`src/rtl/controle_cofre_pkg.sv`:
```
// Shared definitions for the safe controller.
//   estado_t : controller FSM states
//   TIMER_W  : width of the lockout down-counter
//   ERROS_W  : width of the consecutive-failure counter
package cofre_pkg;

  localparam int TIMER_W = 26;
  localparam int ERROS_W = 2;

  typedef enum logic [2:0] {
    SEM_SENHA = 3'd0,
    AGUARDA   = 3'd1,
    AVALIA    = 3'd2,
    ABERTO    = 3'd3,
    BLOQUEADO = 3'd4
  } estado_t;

endpackage

```
`src/rtl/controle_cofre_if.sv`:
```
// User-side and comparator-side signals of the safe controller.
//   chaves           : slide-switch value (to controller)
//   btn_gravar       : store-password button, asynchronous (to controller)
//   btn_tentar       : try/close button, asynchronous (to controller)
//   igual            : comparator result for senha/tentativa (to controller)
//   senha            : stored password (from controller)
//   tentativa        : latched attempt (from controller)
//   tentativa_valida : one-cycle strobe while igual is evaluated (from controller)
//   aberto           : safe open (from controller)
//   bloqueado        : lockout active (from controller)
//   erros            : consecutive-failure count (from controller)
interface controle_cofre_if;

  logic [3:0]                  chaves;
  logic                        btn_gravar;
  logic                        btn_tentar;
  logic                        igual;
  logic [3:0]                  senha;
  logic [3:0]                  tentativa;
  logic                        tentativa_valida;
  logic                        aberto;
  logic                        bloqueado;
  logic [cofre_pkg::ERROS_W-1:0] erros;

  modport master (
    output chaves, btn_gravar, btn_tentar, igual,
    input  senha, tentativa, tentativa_valida, aberto, bloqueado, erros
  );

  modport slave (
    input  chaves, btn_gravar, btn_tentar, igual,
    output senha, tentativa, tentativa_valida, aberto, bloqueado, erros
  );

endinterface

```
`src/rtl/controle_cofre_sincroniza_botao.sv`:
```
// Button conditioner: 2-flop synchronizer followed by a rising-edge detector.
//   clk   : system clock
//   rst_n : asynchronous active-low reset
//   btn   : raw asynchronous button (active high)
//   pulso : one-cycle pulse per press, valid between the 2nd and 3rd edge
//           after the button is first sampled high
module sincroniza_botao (
  input  logic clk,
  input  logic rst_n,
  input  logic btn,
  output logic pulso
);

  logic sync_p0;
  logic sync_p1;
  logic sync_p2;

  always_ff @(posedge clk or negedge rst_n) begin
    if (!rst_n) begin
      sync_p0 <= 1'b0;
      sync_p1 <= 1'b0;
      sync_p2 <= 1'b0;
    end else begin
      // stage p0/p1: metastability filter; p2: previous value for edge detect
      sync_p0 <= btn;
      sync_p1 <= sync_p0;
      sync_p2 <= sync_p1;
    end
  end

  // Reset clears p2, so a button held through reset counts as a new press.
  assign pulso = sync_p1 & ~sync_p2;

endmodule

```
`src/rtl/controle_cofre.sv`:
```
// Digital safe controller: stores a 4-bit password, evaluates attempts
// through an external comparator and locks out after repeated failures.
//   clk   : system clock, rising edge
//   rst_n : asynchronous active-low reset
//   bus   : controle_cofre_if.slave (switches, buttons, comparator result,
//           password/attempt, status outputs)
module controle_cofre
  import cofre_pkg::*;
#(
  parameter int MAX_ERROS  = 3,
  parameter int T_BLOQUEIO = 50000000
) (
  input  logic                   clk,
  input  logic                   rst_n,
  controle_cofre_if.slave        bus
);

  localparam logic [ERROS_W-1:0] ERROS_MAX  = ERROS_W'(MAX_ERROS);
  localparam logic [TIMER_W-1:0] TIMER_CARGA = TIMER_W'(T_BLOQUEIO - 1);

  estado_t              state;
  estado_t              state_next;
  logic [3:0]           senha_q;
  logic [3:0]           tentativa_q;
  logic [ERROS_W-1:0]   erros_q;
  logic [ERROS_W-1:0]   erros_inc;
  logic [TIMER_W-1:0]   timer_q;
  logic                 aberto_q;
  logic                 bloqueado_q;
  logic                 ev_gravar;
  logic                 ev_tentar;
  logic                 timer_zero;

  logic ld_senha;
  logic ld_tentativa;
  logic clr_erros;
  logic inc_erros;
  logic ld_timer;
  logic dec_timer;

  function automatic logic [ERROS_W-1:0] sat_inc(input logic [ERROS_W-1:0] e);
    if (e >= ERROS_MAX) return e;
    else                return e + ERROS_W'(1);
  endfunction

  sincroniza_botao u_sync_gravar (
    .clk   (clk),
    .rst_n (rst_n),
    .btn   (bus.btn_gravar),
    .pulso (ev_gravar)
  );

  sincroniza_botao u_sync_tentar (
    .clk   (clk),
    .rst_n (rst_n),
    .btn   (bus.btn_tentar),
    .pulso (ev_tentar)
  );

  assign erros_inc  = sat_inc(erros_q);
  assign timer_zero = (timer_q == '0);

  // State register
  always_ff @(posedge clk or negedge rst_n) begin
    if (!rst_n) state <= SEM_SENHA;
    else        state <= state_next;
  end

  // Next-state logic; edges not listed for a state are simply dropped,
  // which covers both the AVALIA discard and the BLOQUEADO ignore.
  always_comb begin
    state_next = state;
    case (state)
      SEM_SENHA: if (ev_gravar) state_next = AGUARDA;
      AGUARDA:   if (ev_tentar) state_next = AVALIA;
      AVALIA: begin
        if (bus.igual)                   state_next = ABERTO;
        else if (erros_inc == ERROS_MAX) state_next = BLOQUEADO;
        else                             state_next = AGUARDA;
      end
      ABERTO:    if (ev_gravar || ev_tentar) state_next = AGUARDA;
      BLOQUEADO: if (timer_zero) state_next = AGUARDA;
      default:   state_next = SEM_SENHA;
    endcase
  end

  // Output / action decode
  always_comb begin
    ld_senha         = 1'b0;
    ld_tentativa     = 1'b0;
    clr_erros        = 1'b0;
    inc_erros        = 1'b0;
    ld_timer         = 1'b0;
    dec_timer        = 1'b0;
    bus.tentativa_valida = 1'b0;
    case (state)
      SEM_SENHA: ld_senha = ev_gravar;
      AGUARDA:   ld_tentativa = ev_tentar;
      AVALIA: begin
        bus.tentativa_valida = 1'b1;
        clr_erros = bus.igual;
        inc_erros = ~bus.igual;
        ld_timer  = ~bus.igual && (erros_inc == ERROS_MAX);
      end
      ABERTO: begin
        // gravar takes priority; tentar alone only closes the safe
        ld_senha  = ev_gravar;
        clr_erros = ev_gravar;
      end
      BLOQUEADO: begin
        dec_timer = ~timer_zero;
        clr_erros = timer_zero;
      end
      default: ;
    endcase
  end

  // Datapath and registered status outputs
  always_ff @(posedge clk or negedge rst_n) begin
    if (!rst_n) begin
      senha_q     <= '0;
      tentativa_q <= '0;
      erros_q     <= '0;
      timer_q     <= '0;
      aberto_q    <= 1'b0;
      bloqueado_q <= 1'b0;
    end else begin
      if (ld_senha)     senha_q     <= bus.chaves;
      if (ld_tentativa) tentativa_q <= bus.chaves;
      if (clr_erros)      erros_q <= '0;
      else if (inc_erros) erros_q <= erros_inc;
      if (ld_timer)       timer_q <= TIMER_CARGA;
      else if (dec_timer) timer_q <= timer_q - TIMER_W'(1);
      // Status follows the state being entered so it aligns with the state
      // register; bloqueado then spans exactly T_BLOQUEIO cycles.
      aberto_q    <= (state_next == ABERTO);
      bloqueado_q <= (state_next == BLOQUEADO);
    end
  end

  assign bus.senha     = senha_q;
  assign bus.tentativa = tentativa_q;
  assign bus.erros     = erros_q;
  assign bus.aberto    = aberto_q;
  assign bus.bloqueado = bloqueado_q;

endmodule
```
`src/flat_wrapper.sv`:
```
// flat-port wrapper written by rule: the top's interface ports become plain ports
module controle_cofre_flat import cofre_pkg::*;
#(
  parameter int MAX_ERROS  = 3,
  parameter int T_BLOQUEIO = 50000000
)
  (clk, rst_n, bus_chaves, bus_btn_gravar, bus_btn_tentar, bus_igual, bus_senha, bus_tentativa, bus_tentativa_valida, bus_aberto, bus_bloqueado, bus_erros);
  controle_cofre_if bus_i ();
  input  logic clk;
  input  logic rst_n;
  input wire logic [$bits(bus_i.chaves)-1:0] bus_chaves;
  input wire logic [$bits(bus_i.btn_gravar)-1:0] bus_btn_gravar;
  input wire logic [$bits(bus_i.btn_tentar)-1:0] bus_btn_tentar;
  input wire logic [$bits(bus_i.igual)-1:0] bus_igual;
  output wire logic [$bits(bus_i.senha)-1:0] bus_senha;
  output wire logic [$bits(bus_i.tentativa)-1:0] bus_tentativa;
  output wire logic [$bits(bus_i.tentativa_valida)-1:0] bus_tentativa_valida;
  output wire logic [$bits(bus_i.aberto)-1:0] bus_aberto;
  output wire logic [$bits(bus_i.bloqueado)-1:0] bus_bloqueado;
  output wire logic [$bits(bus_i.erros)-1:0] bus_erros;
  assign bus_i.chaves = bus_chaves;
  assign bus_i.btn_gravar = bus_btn_gravar;
  assign bus_i.btn_tentar = bus_btn_tentar;
  assign bus_i.igual = bus_igual;
  assign bus_senha = bus_i.senha;
  assign bus_tentativa = bus_i.tentativa;
  assign bus_tentativa_valida = bus_i.tentativa_valida;
  assign bus_aberto = bus_i.aberto;
  assign bus_bloqueado = bus_i.bloqueado;
  assign bus_erros = bus_i.erros;
  controle_cofre #(.MAX_ERROS(MAX_ERROS), .T_BLOQUEIO(T_BLOQUEIO)) u_core (.clk(clk), .rst_n(rst_n), .bus(bus_i));
endmodule
```
`config.mk`:
```
export PLATFORM = sky130hd
export DESIGN_NAME = controle_cofre_flat
export DESIGN_NICKNAME = d
export VERILOG_FILES = /design/src/rtl/controle_cofre_pkg.sv /design/src/rtl/controle_cofre_if.sv /design/src/rtl/controle_cofre_sincroniza_botao.sv /design/src/rtl/controle_cofre.sv /design/src/flat_wrapper.sv
export SDC_FILE = /design/constraint.sdc
export NUM_CORES = 1
export LEC_CHECK = 0
export ABC_CLOCK_PERIOD_IN_PS = 6760
export BUFFER_PORTS_ARGS = -buffer_cell sky130_fd_sc_hd__buf_2
export CORE_UTILIZATION = 44
export CTS_CLUSTER_DIAMETER = 100
export DETAILED_ROUTE_END_ITERATION = 12
export PLACE_DENSITY = 0.61
export SLEW_MARGIN = 10
export SYNTH_ARGS = -nofsm -noshare
export SYNTH_HDL_FRONTEND = slang
export SYNTH_SLANG_ARGS = --single-unit
export TNS_END_PERCENT = 5
```
`constraint.sdc`:
```
create_clock -name clk -period 6.76 [get_ports clk]
set_input_delay 1.352 -clock clk [delete_from_list [all_inputs] [get_ports clk]]
set_output_delay 1.352 -clock clk [all_outputs]
set_load 0.1 [all_outputs]
```
==> results.tsv, run 1 <==
stage	metric	value	unit
detailed_routing	drt via density	5.49	
die	Core Area	4820	sq um
detailed_routing	WL/cell	14.5	um
placement	post-DP HPWL	2.88	mm
synth	Yosys reg bits	47	
die	Die Ht	73.3	um
final_layout	layout cell share with drive strength beyond 1	0.214	
clocking	post-cts resize count	0	
sta	clk_skew	0.00624	ns
synth	Post-synth ARST share	1.00	
clocking	clk buf depth	2	
worst_setup_path	Worst EP required	5.41	ns
clocking	clk_lat worst skew	0.30	ns
job	# Max-Cap Violations	0	
pwr	Clock power frac	0.189	
global_route	vias in the first global route	1583	
sta	final hold violations	0	
sta	Setup TNS	0	ns
final_layout	area grow syn2layout	11.3	%
detailed_routing	post-route ant nets	0	
synth	Netlist cell types	50	
synth	Post-synth EDFFs	0	
placement	port bufs	21	
placement	GPL Wtd Cong	0.762	
die	initial core utilization	0.465	
clocking	H-Tree Depth	2	
pwr	sequential power share	0.407	
pwr	leak pwr	0.00101	uW
clocking	clock root cell	clkbuf_8	
sta	Max-slew headroom	0.306	
clocking	Post-CTS Setup Inserts	0	
status	status	finished clean	
sta	FMAX	350	MHz
sta	Final period util	0.422	
synth	Post-synth top flop	dfrtp_1	
clocking	Post-CTS Hold Fix Bufs	0	
worst_setup_path	CP Launch Type	flop	
pwr	Sw Pwr	466	uW
hold_path	Hold Crit Class	flop to flop	
pwr	pwr/cell area	383	nW/um^2
detailed_routing	Initial DRT Pass Iterations	4	
detailed_routing	DR DRC count	0	
pwr	Comb power frac	0.404	
die	Die Wd	73.3	um
die	io pins	22	
sta	RSZ-0062 raised after global routing	no	
synth	Cells after Synth	206	
die	die area	5380	sq um
worst_setup_path	Setup CP Type	flop to output pin	
detailed_routing	DRT iter0 DRCs	84	
global_route	largest net degree at the start of global routing	48	
synth	Post-Syn Area	2240	sq um
synth	Synth Net Count	216	
pwr	Power Internal	490	uW
worst_setup_path	WP data arrival	1.50	ns
clocking	Sink Count	47	
pwr	Switching Fraction	0.487	
global_route	Tot GR Track Use	0.180	
detailed_routing	wirelength, routed	4.28	mm
sta	fin. max-slew vios	0	
final_layout	most common cell after layout, fill and taps aside	dfrtp_1	
synth	sequential area share after synthesis	0.525	
final_layout	Diodes inserted	0	
die	number of core rows	25	
clocking	clock-pin slew on the worst setup and hold paths	0.10	ns
global_route	Remaining Overflow, GRT	0	
sta	Period minus WS final	2.85	ns
final_layout	most frequent cells in the layout	dfrtp_1, buf_2, nand2_1	
clocking	CTS tree	yes	
worst_setup_path	critical path fanouts, max	9	
detailed_routing	via count	1624	
synth	yosys warns	0	
global_route	antenna violations before repair	0	
sta	final setup fails	0	
sta	Slew @ Worst Pin	1.04	ns
synth	Syn Area/Cell	10.9	sq um
placement	pre-CTS WS	3.79	ns
global_route	first-pass GRT wire length	7.37	mm
worst_setup_path	Setup crit end kind	output pin	
pwr	Max VDD drop	0.425	mV
sta	Setup WS post-layout	3.91	ns
final_layout	nets@finish	238	
clocking	Num CTS Buffers	5	
==> worst paths after layout <==
path	from	end	slack [ns]	cells after the start
worst max-delay path	u_core.state[1]	bus_tentativa_valida	3.91	3
worst min-delay path	u_core.u_sync_gravar.sync_p0	u_core.u_sync_gravar.sync_p1	0.36	0
worst max register to register	u_core.timer_q[0]	u_core.timer_q[10]	4.30	7
worst min register to register	u_core.u_sync_gravar.sync_p0	u_core.u_sync_gravar.sync_p1	0.36	0
max in group asynchronous	rst_n	u_core.bus.bloqueado	4.90	1
min in group asynchronous	rst_n	u_core.bus.erros[0]	1.22	1
==> Yosys cell counts, types with 2 or more instances <==
cell / number / area [sq um]
inv_1: 3 / 11.3
nor3b_1: 2 / 15.0
nor4_1: 6 / 37.5
a31oi_1: 2 / 12.5
o21ai_1: 5 / 25.0
a21oi_1: 8 / 40.0
nor2_1: 16 / 60.1
xnor2_1: 2 / 17.5
or4_1: 2 / 15.0
nand3b_1: 2 / 15.0
mux2_2: 8 / 90.1
nand4_1: 6 / 37.5
dfrtp_1: 47 / 1180
nor2b_1: 2 / 12.5
or3_1: 4 / 25.0
xor2_1: 8 / 70.1
clkbuf_1: 4 / 15.0
and3_1: 7 / 43.8
o311ai_0: 2 / 17.5
nand2b_1: 2 / 12.5
o211ai_1: 2 / 15.0
nor3_1: 11 / 55.1
o41ai_1: 2 / 17.5
nand2_1: 17 / 63.8
nand3_1: 3 / 15.0
o21ai_0: 5 / 25.0
mux2i_1: 5 / 50.1
==> final cells by class <==
type                    instances  area, sq um
multi-input cells             150         1020
clock inverters                 3         26.3
repair buffers                 21          105
well taps                      67         83.8
fillers                       462         2320
clock buffers                   5         68.8
flip-flops and latches         47         1180
inverters                       3         11.3
==> routing by layer <==
metal | up-vias | share of wire | wire (um) | track usage
li1 | 811 | - | - | -
met5 | - | 0 | 0 | 0
met2 | 20 | 0.46 | 1960 | 0.283
met1 | 789 | 0.51 | 2160 | 0.251
met3 | 4 | 0.027 | 114 | 0.0370
met4 | 0 | 0.0091 | 39 | 0.0577
==> cells by family after synthesis <==
| group | Yosys count | synth area share |
|---|---|---|
| multiplexers | 13 | 0.0626 |
| flip-flops | 47 | 0.525 |
| adder cells (fa/ha/maj) | 1 | 0.00559 |
| AND/OR/NAND/NOR | 89 | 0.229 |
| AO/OA/AOI/OAI | 37 | 0.120 |
| XOR/XNOR | 10 | 0.0391 |
| buffers and inverters | 9 | 0.0190 |
==> state kept, by name, indices dropped and copies added (netlist names), 2 cells and up <==
name                  cells
u_core.timer_q           26
u_core.bus.senha          4
u_core.bus.tentativa      4
u_core.state              3
u_core.bus.erros          2
==> stage by stage <==
| step | instance area [sq um] | utilization | std cells | hold WS, ns | total power [uW] |
|---|---|---|---|---|---|
| after global placement | 2400 | 0.498 | 288 | 0.332 | 780 |
| after global routing | 2490 | 0.517 | 296 | 0.376 | 998 |
| after floorplan | 2240 | - | 206 | 0.331 | 721 |
| after detailed placement | 2400 | 0.498 | 288 | 0.335 | 782 |
| after CTS | 2490 | 0.517 | 296 | 0.363 | 964 |
| final | 2490 | 0.517 | 296 | 0.359 | 955 |
==> power by group through the flow <==
| stage | combinational (uW) | sequential (uW) | clock (uW) |
|---|---|---|---|
| floorplan | 112 | 610 | 0 |
| global placement | 386 | 394 | 0 |
| detailed placement | 387 | 394 | 0 |
| CTS | 388 | 389 | 187 |
| global route | 404 | 398 | 197 |
| finish | 386 | 389 | 180 |
==> critical path, cell delays in order, from the launching register on <==
cell,delay [ns]
dfrtp_1,0.51
nand2b_1,0.16
nor2_1,0.10
buf_2,0.43
No activity file was read; power rests on OpenSTA's default activity.
==> run 2, diff against run 1 <==
--- a/config.mk
+++ b/config.mk
@@ -5,12 +5,12 @@
 export SDC_FILE = /design/constraint.sdc
 export NUM_CORES = 1
 export LEC_CHECK = 0
-export ABC_CLOCK_PERIOD_IN_PS = 6760
+export ABC_CLOCK_PERIOD_IN_PS = 2400
 export BUFFER_PORTS_ARGS = -buffer_cell sky130_fd_sc_hd__buf_2
 export CORE_UTILIZATION = 44
 export CTS_CLUSTER_DIAMETER = 100
 export DETAILED_ROUTE_END_ITERATION = 12
-export PLACE_DENSITY = 0.61
+export PLACE_DENSITY = 0.64
 export SLEW_MARGIN = 10
 export SYNTH_ARGS = -nofsm -noshare
 export SYNTH_HDL_FRONTEND = slang
==> constraint.sdc (replaced) <==
create_clock -name clk -period 2.4 [get_ports clk]
set_input_delay 0.48 -clock clk [delete_from_list [all_inputs] [get_ports clk]]
set_output_delay 0.48 -clock clk [all_outputs]
set_load 0.1 [all_outputs]
==> results.tsv, run 2 (same netlist as run 1, synthesis figures left out) <==
stage	metric	value	unit	change
clocking	Sink Count	47		unchanged
worst_setup_path	reg2reg start	u_core.timer_q[0]		
final_layout	Fill cells	438		-5.2%
clocking	clock root cell	clkbuf_8		
final_layout	register name with the most flops	u_core.timer_q		
worst_setup_path	CP Launch Type	flop		
sta	final hold violations	0		unchanged
detailed_routing	drt via density	5.40		-1.5%
hold_path	Hold Crit Class	input port to asynchronous set/reset pin		
placement	GPL Wtd Cong	0.811		+6.5%
die	io pins	22		unchanged
detailed_routing	wirelength, routed	4.28	mm	about the same
final_layout	Multi-input gate area	1020	sq um	unchanged
global_route	vias in the first global route	1506		-4.9%
sta	FMAX	436	MHz	
detailed_routing	Initial DRT Pass Iterations	4		unchanged
final_layout	most common cell after layout, fill and taps aside	dfrtp_1		
final_layout	layout cell share with drive strength beyond 1	0.244		+0.0297
pwr	Clock power frac	0.188		about the same
clocking	clock-pin slew on the worst setup and hold paths	0.09	ns	about the same
global_route	first-pass GRT wire length	7.18	mm	-2.5%
pwr	pwr/cell area	1060	nW/um^2	+180%
final_layout	area grow syn2layout	14.5	%	
global_route	Tot GR Track Use	0.179		-0.00108
clocking	clk_lat worst skew	0.30	ns	about the same
final_layout	Diodes inserted	0		unchanged
pwr	Max VDD drop	0.732	mV	+72%
detailed_routing	WL/cell	14.0	um	-2.9%
worst_setup_path	critical path fanouts, max	8		-1
final_layout	Largest register FFs	26		unchanged
worst_setup_path	WP data arrival	2.53	ns	+1.03 ns
clocking	CTS tree	yes		
pwr	sequential power share	0.393		-0.014
global_route	largest net degree at the start of global routing	21		-56%
status	status	finished clean		
clocking	Num CTS Buffers	5		unchanged
clocking	clk buf depth	2		unchanged
sta	Period minus WS final	2.30	ns	
worst_setup_path	Worst R2R End	u_core.timer_q[6]		
placement	pre-CTS WS	0.121	ns	-3.67 ns
clocking	H-Tree Depth	2		unchanged
placement	port bufs	21		unchanged
detailed_routing	DR DRC count	0		unchanged
pwr	Switching Fraction	0.478		-0.00920
sta	Setup WS post-layout	0.105	ns	-3.80 ns
final_layout	nets@finish	247		+3.8%
placement	post-DP HPWL	3.09	mm	+7.4%
sta	clk_skew	0.00391	ns	-0.00234 ns
job	# Max-Cap Violations	0		unchanged
final_layout	Finished Core Util	0.532		+0.0148
sta	final setup fails	0		unchanged
final_layout	storage element area	1180	sq um	unchanged
final_layout	most frequent cells in the layout	dfrtp_1, buf_2, nand2_1		
global_route	Remaining Overflow, GRT	0		unchanged
die	number of core rows	25		unchanged
die	Die Ht	73.3	um	unchanged
global_route	antenna violations before repair	0		unchanged
worst_setup_path	Worst EP required	2.63	ns	-2.78 ns
detailed_routing	post-route ant nets	0		unchanged
worst_setup_path	reg2reg path depth	8		+1
sta	Setup TNS	0	ns	unchanged
die	initial core utilization	0.465		unchanged
sta	fin. max-slew vios	0		unchanged
pwr	Power Internal	1420	uW	+190%
die	Core Area	4820	sq um	unchanged
sta	RSZ-0062 raised after global routing	no		
worst_setup_path	Setup CP Type	flop to flop		
die	die area	5380	sq um	unchanged
worst_setup_path	Setup crit end kind	flop		
detailed_routing	DRT iter0 DRCs	103		+23%
pwr	leak pwr	0.00105	uW	+4.3%
pwr	Comb power frac	0.419		+0.015
die	Die Wd	73.3	um	unchanged
detailed_routing	via count	1648		+1.5%
pwr	Sw Pwr	1300	uW	+180%
sta	Slew @ Worst Pin	0.476	ns	-0.565 ns
sta	Final period util	0.956		
worst_setup_path	r2r setup slk	0.10	ns	-4.20 ns
sta	Max-slew headroom	0.680		+0.374
==> run 2: cell count changes in the layout (fill, tap and decap cells not counted) <==
cell | previous run | this run
buf_4 | 0 | 9
inv_6 | 2 | 0
clkbuf_8 | 5 | 6
clkinvlp_4 | 0 | 1
o311ai_0 | 2 | 1
o311ai_1 | 0 | 1
==> run 2: routing by layer <==
metal / GRT usage / wire length (um) / part of all wire
met1: 0.259 / 2200 / 0.51
met2: 0.253 / 1890 / 0.44
met3: 0.0480 / 127 / 0.030
met4: 0.0791 / 62 / 0.014
met5: 0 / 0 / 0
==> run 2: worst max-delay path by stage <==
stage                                 start                   end
after global placement    u_core.timer_q[0]     u_core.timer_q[2]
final                     u_core.timer_q[0]     u_core.timer_q[6]
after floorplan             u_core.state[0]  bus_tentativa_valida
after detailed placement  u_core.timer_q[0]     u_core.timer_q[2]
after CTS                 u_core.timer_q[0]     u_core.timer_q[6]
after global routing      u_core.timer_q[0]     u_core.timer_q[3]
==> run 2: what timing repair did <==
item                                   CTS  global route
setup endpoints to repair                0             5
endpoints found under the hold margin    0             0
resized for setup                        0             1
setup buffers                            0             2
hold buffers                             0             0
==> run 2: area by class of cell <==
cell class,count,area share
Clock inverter,2,0.00634
Clock buffer,6,0.0322
Multi-Input combinational cell,150,0.398
Sequential cell,47,0.459
Tap cell,67,0.0327
Timing Repair Buffer,30,0.0674
Inverter,3,0.00439
==> run 2: power by group through the flow <==
stage	clock, uW	sequential, uW	combinational, uW
2_1_floorplan	0	1720	315
3_3_place_gp	0	1080	1140
3_5_place_dp	0	1080	1140
4_1_cts	527	1070	1150
5_1_grt	562	1090	1190
6_report	511	1070	1140
==> run 2: through the flow <==
step,hold WS (ns),instance area (sq um),std cells,power (uW)
finish,0.0604,2560,305,2720
global route,0.0672,2560,305,2850
CTS,0.0592,2550,303,2740
detailed placement,0.336,2450,295,2230
global placement,0.332,2450,295,2210
floorplan,0.184,2240,206,2030
==> run 2: critical path: stages, from the launching register on <==
cell	delay (ns)
dfrtp_1	0.42
inv_1	0.09
ha_1	0.21
or4b_4	0.53
nor4_4	0.28
buf_4	0.18
a21o_2	0.21
or3_2	0.14
mux2i_1	0.17
==> run 3, diff against run 2 <==
--- a/config.mk
+++ b/config.mk
@@ -7,6 +7,7 @@
 export LEC_CHECK = 0
 export ABC_CLOCK_PERIOD_IN_PS = 2400
 export BUFFER_PORTS_ARGS = -buffer_cell sky130_fd_sc_hd__buf_2
+export CORE_ASPECT_RATIO = 0.75
 export CORE_UTILIZATION = 44
 export CTS_CLUSTER_DIAMETER = 100
 export DETAILED_ROUTE_END_ITERATION = 12
==> results.tsv, run 3 (same netlist as run 1, synthesis figures left out) <==
stage	metric	value	unit	change
die	io pins	22		unchanged
detailed_routing	post-route ant nets	0		unchanged
detailed_routing	drt via density	5.52		+2.1%
global_route	antenna violations before repair	0		unchanged
clocking	clock-pin slew on the worst setup and hold paths	0.09	ns	about the same
placement	# placed instances	288		-2.4%
clocking	Sink Count	47		unchanged
pwr	Comb power frac	0.419		about the same
pwr	sequential power share	0.401		+0.008
die	initial core utilization	0.457		-0.00784
clocking	clk_lat worst skew	0.30	ns	about the same
sta	Period minus WS final	2.30	ns	+0.00403 ns
placement	post-DP HPWL	3.08	mm	-0.54%
die	Core Area	4900	sq um	+1.7%
worst_setup_path	Setup crit end kind	flop		
worst_setup_path	reg2reg path depth	7		-1
clocking	clk buf depth	2		unchanged
detailed_routing	via count	1633		-0.91%
sta	Min Hold Slack	0.183	ns	+0.122 ns
final_layout	final instance area	2530	sq um	-1.2%
detailed_routing	DR DRC count	2		+2
clocking	H-Tree Depth	2		unchanged
worst_setup_path	critical path fanouts, max	10		+2
detailed_routing	wirelength, routed	4.28	mm	unchanged
global_route	largest net degree at the start of global routing	30		+43%
die	die area	5380	sq um	about the same
placement	placed cell areas	2440	sq um	-0.36%
global_route	Tot GR Track Use	0.179		-0.000334
status	violated checks	design-rule violations		
clocking	CTS tree	yes		
placement	GPL Wtd Cong	0.740		-8.7%
placement	port bufs	21		unchanged
clocking	Num CTS Buffers	5		unchanged
final_layout	register name with the most flops	u_core.timer_q		
worst_setup_path	Setup CP Type	flop to flop		
sta	Final period util	0.958		+0.00168
clocking	Post-CTS Setup Inserts	0		unchanged
worst_setup_path	WP data arrival	2.47	ns	-0.06 ns
global_route	Remaining Overflow, GRT	0		unchanged
worst_setup_path	CP Launch Type	flop		
sta	RSZ-0062 raised after global routing	yes		
detailed_routing	WL/cell	14.5	um	+3.0%
pwr	Max VDD drop	1.16	mV	+58%
final_layout	Fill cells	454		+3.7%
final_layout	fin cells	296		-3.0%
global_route	first-pass GRT wire length	7.43	mm	+3.5%
final_layout	Largest register FFs	26		unchanged
pwr	Switching Fraction	0.484		+0.00555
sta	fin. max-slew vios	0		unchanged
sta	clk_skew	0.00671	ns	+0.00281 ns
final_layout	layout cell share with drive strength beyond 1	0.237		-0.00641
worst_setup_path	Worst EP required	2.57	ns	-0.06 ns
detailed_routing	DRT iter0 DRCs	67		-35%
global_route	vias in the first global route	1539		+2.2%
pwr	leak pwr	0.00103	uW	-1.7%
sta	Slew @ Worst Pin	0.623	ns	+0.146 ns
hold_path	Hold Crit Class	input port to asynchronous set/reset pin		
pwr	pwr/cell area	1060	nW/um^2	about the same
final_layout	most common cell after layout, fill and taps aside	dfrtp_1		
final_layout	Diodes inserted	0		unchanged
status	status	finished with violations		
final_layout	nets@finish	245		-0.81%
sta	final setup fails	0		unchanged
sta	FMAX	435	MHz	-0.18%
die	Die Wd	84.4	um	+15%
die	number of core rows	22		-12%
detailed_routing	Initial DRT Pass Iterations	8		+4
sta	Max-slew headroom	0.585		-0.0951
pwr	Sw Pwr	1300	uW	about the same
pwr	Power Internal	1390	uW	-2.3%
job	# Max-Cap Violations	0		unchanged
pwr	Clock power frac	0.180		-0.008
final_layout	most frequent cells in the layout	dfrtp_1, buf_2, nand2_1		
die	Die Ht	63.8	um	-13%
sta	final hold violations	0		unchanged
clocking	clock root cell	clkbuf_8		
final_layout	area grow syn2layout	13.1	%	
[run 3: changes by cell type in the layout (fill, tap and decap cells not counted), sizes merged]
cell / delta
buf: -2
inv: +1
clkinvlp: +1
clkinv: -1
clkbuf: -1
[run 3: path summary, 6_finish.rpt]
path | startpoint | to | slack [ns]
min | rst_n | u_core.bus.senha[3] | 0.18
max | u_core.timer_q[0] | u_core.timer_q[2] | 0.10
max in group asynchronous | rst_n | u_core.timer_q[16] | 1.61
min in group clk | bus_btn_gravar | u_core.u_sync_gravar.sync_p0 | 0.28
max reg2reg | u_core.timer_q[0] | u_core.timer_q[2] | 0.10
min reg2reg | u_core.u_sync_tentar.sync_p0 | u_core.u_sync_tentar.sync_p1 | 0.36
[run 3: layer usage]
layer	part of all wire	routed length (um)	global-route usage
met4	0.010	44	0.0572
met3	0.028	120	0.0388
met1	0.57	2430	0.280
met2	0.39	1690	0.245
met5	0	0	0
[run 3: layout make-up]
class / instances / area [sq um] / area share
timing repair buffer: 28 / 158 / 0.0622
multi-input combinational: 150 / 1020 / 0.403
inverter: 3 / 11.3 / 0.00444
tap: 60 / 75.1 / 0.0296
sequential: 47 / 1180 / 0.464
clock buffer: 5 / 68.8 / 0.0272
clock inverter: 3 / 23.8 / 0.00938
[run 3: what timing repair did]
action / in CTS / in global routing
gates resized for setup: 0 / 1
hold buffers: 0 / 0
endpoints found under the setup margin: 0 / 2
[run 3: power by group through the flow]
stage	clock network, uW	logic, uW	registers, uW
after floorplan	0	315	1720
after global routing	532	1180	1110
after CTS	500	1130	1080
after detailed placement	0	1130	1090
final	484	1130	1080
after global placement	0	1120	1090
[run 3: critical path, stage by stage (launching register included)]
cell      delay, ns
dfrtp_1        0.41
inv_1          0.08
ha_1           0.19
or4b_4         0.52
nor4_4         0.41
a21oi_2        0.22
a211oi_1       0.28
a31oi_1        0.06
[run 3: through the flow]
stage               total power, uW  setup TNS [ns]  setup slack [ns]   util
finish                         2690               0             0.101  0.517
global route                   2820         -0.0102           -0.0102  0.517
CTS                            2710               0             0.113  0.517
detailed placement             2220               0             0.139  0.498
global placement               2210               0             0.179  0.498
floorplan                      2030               0            0.0655      -
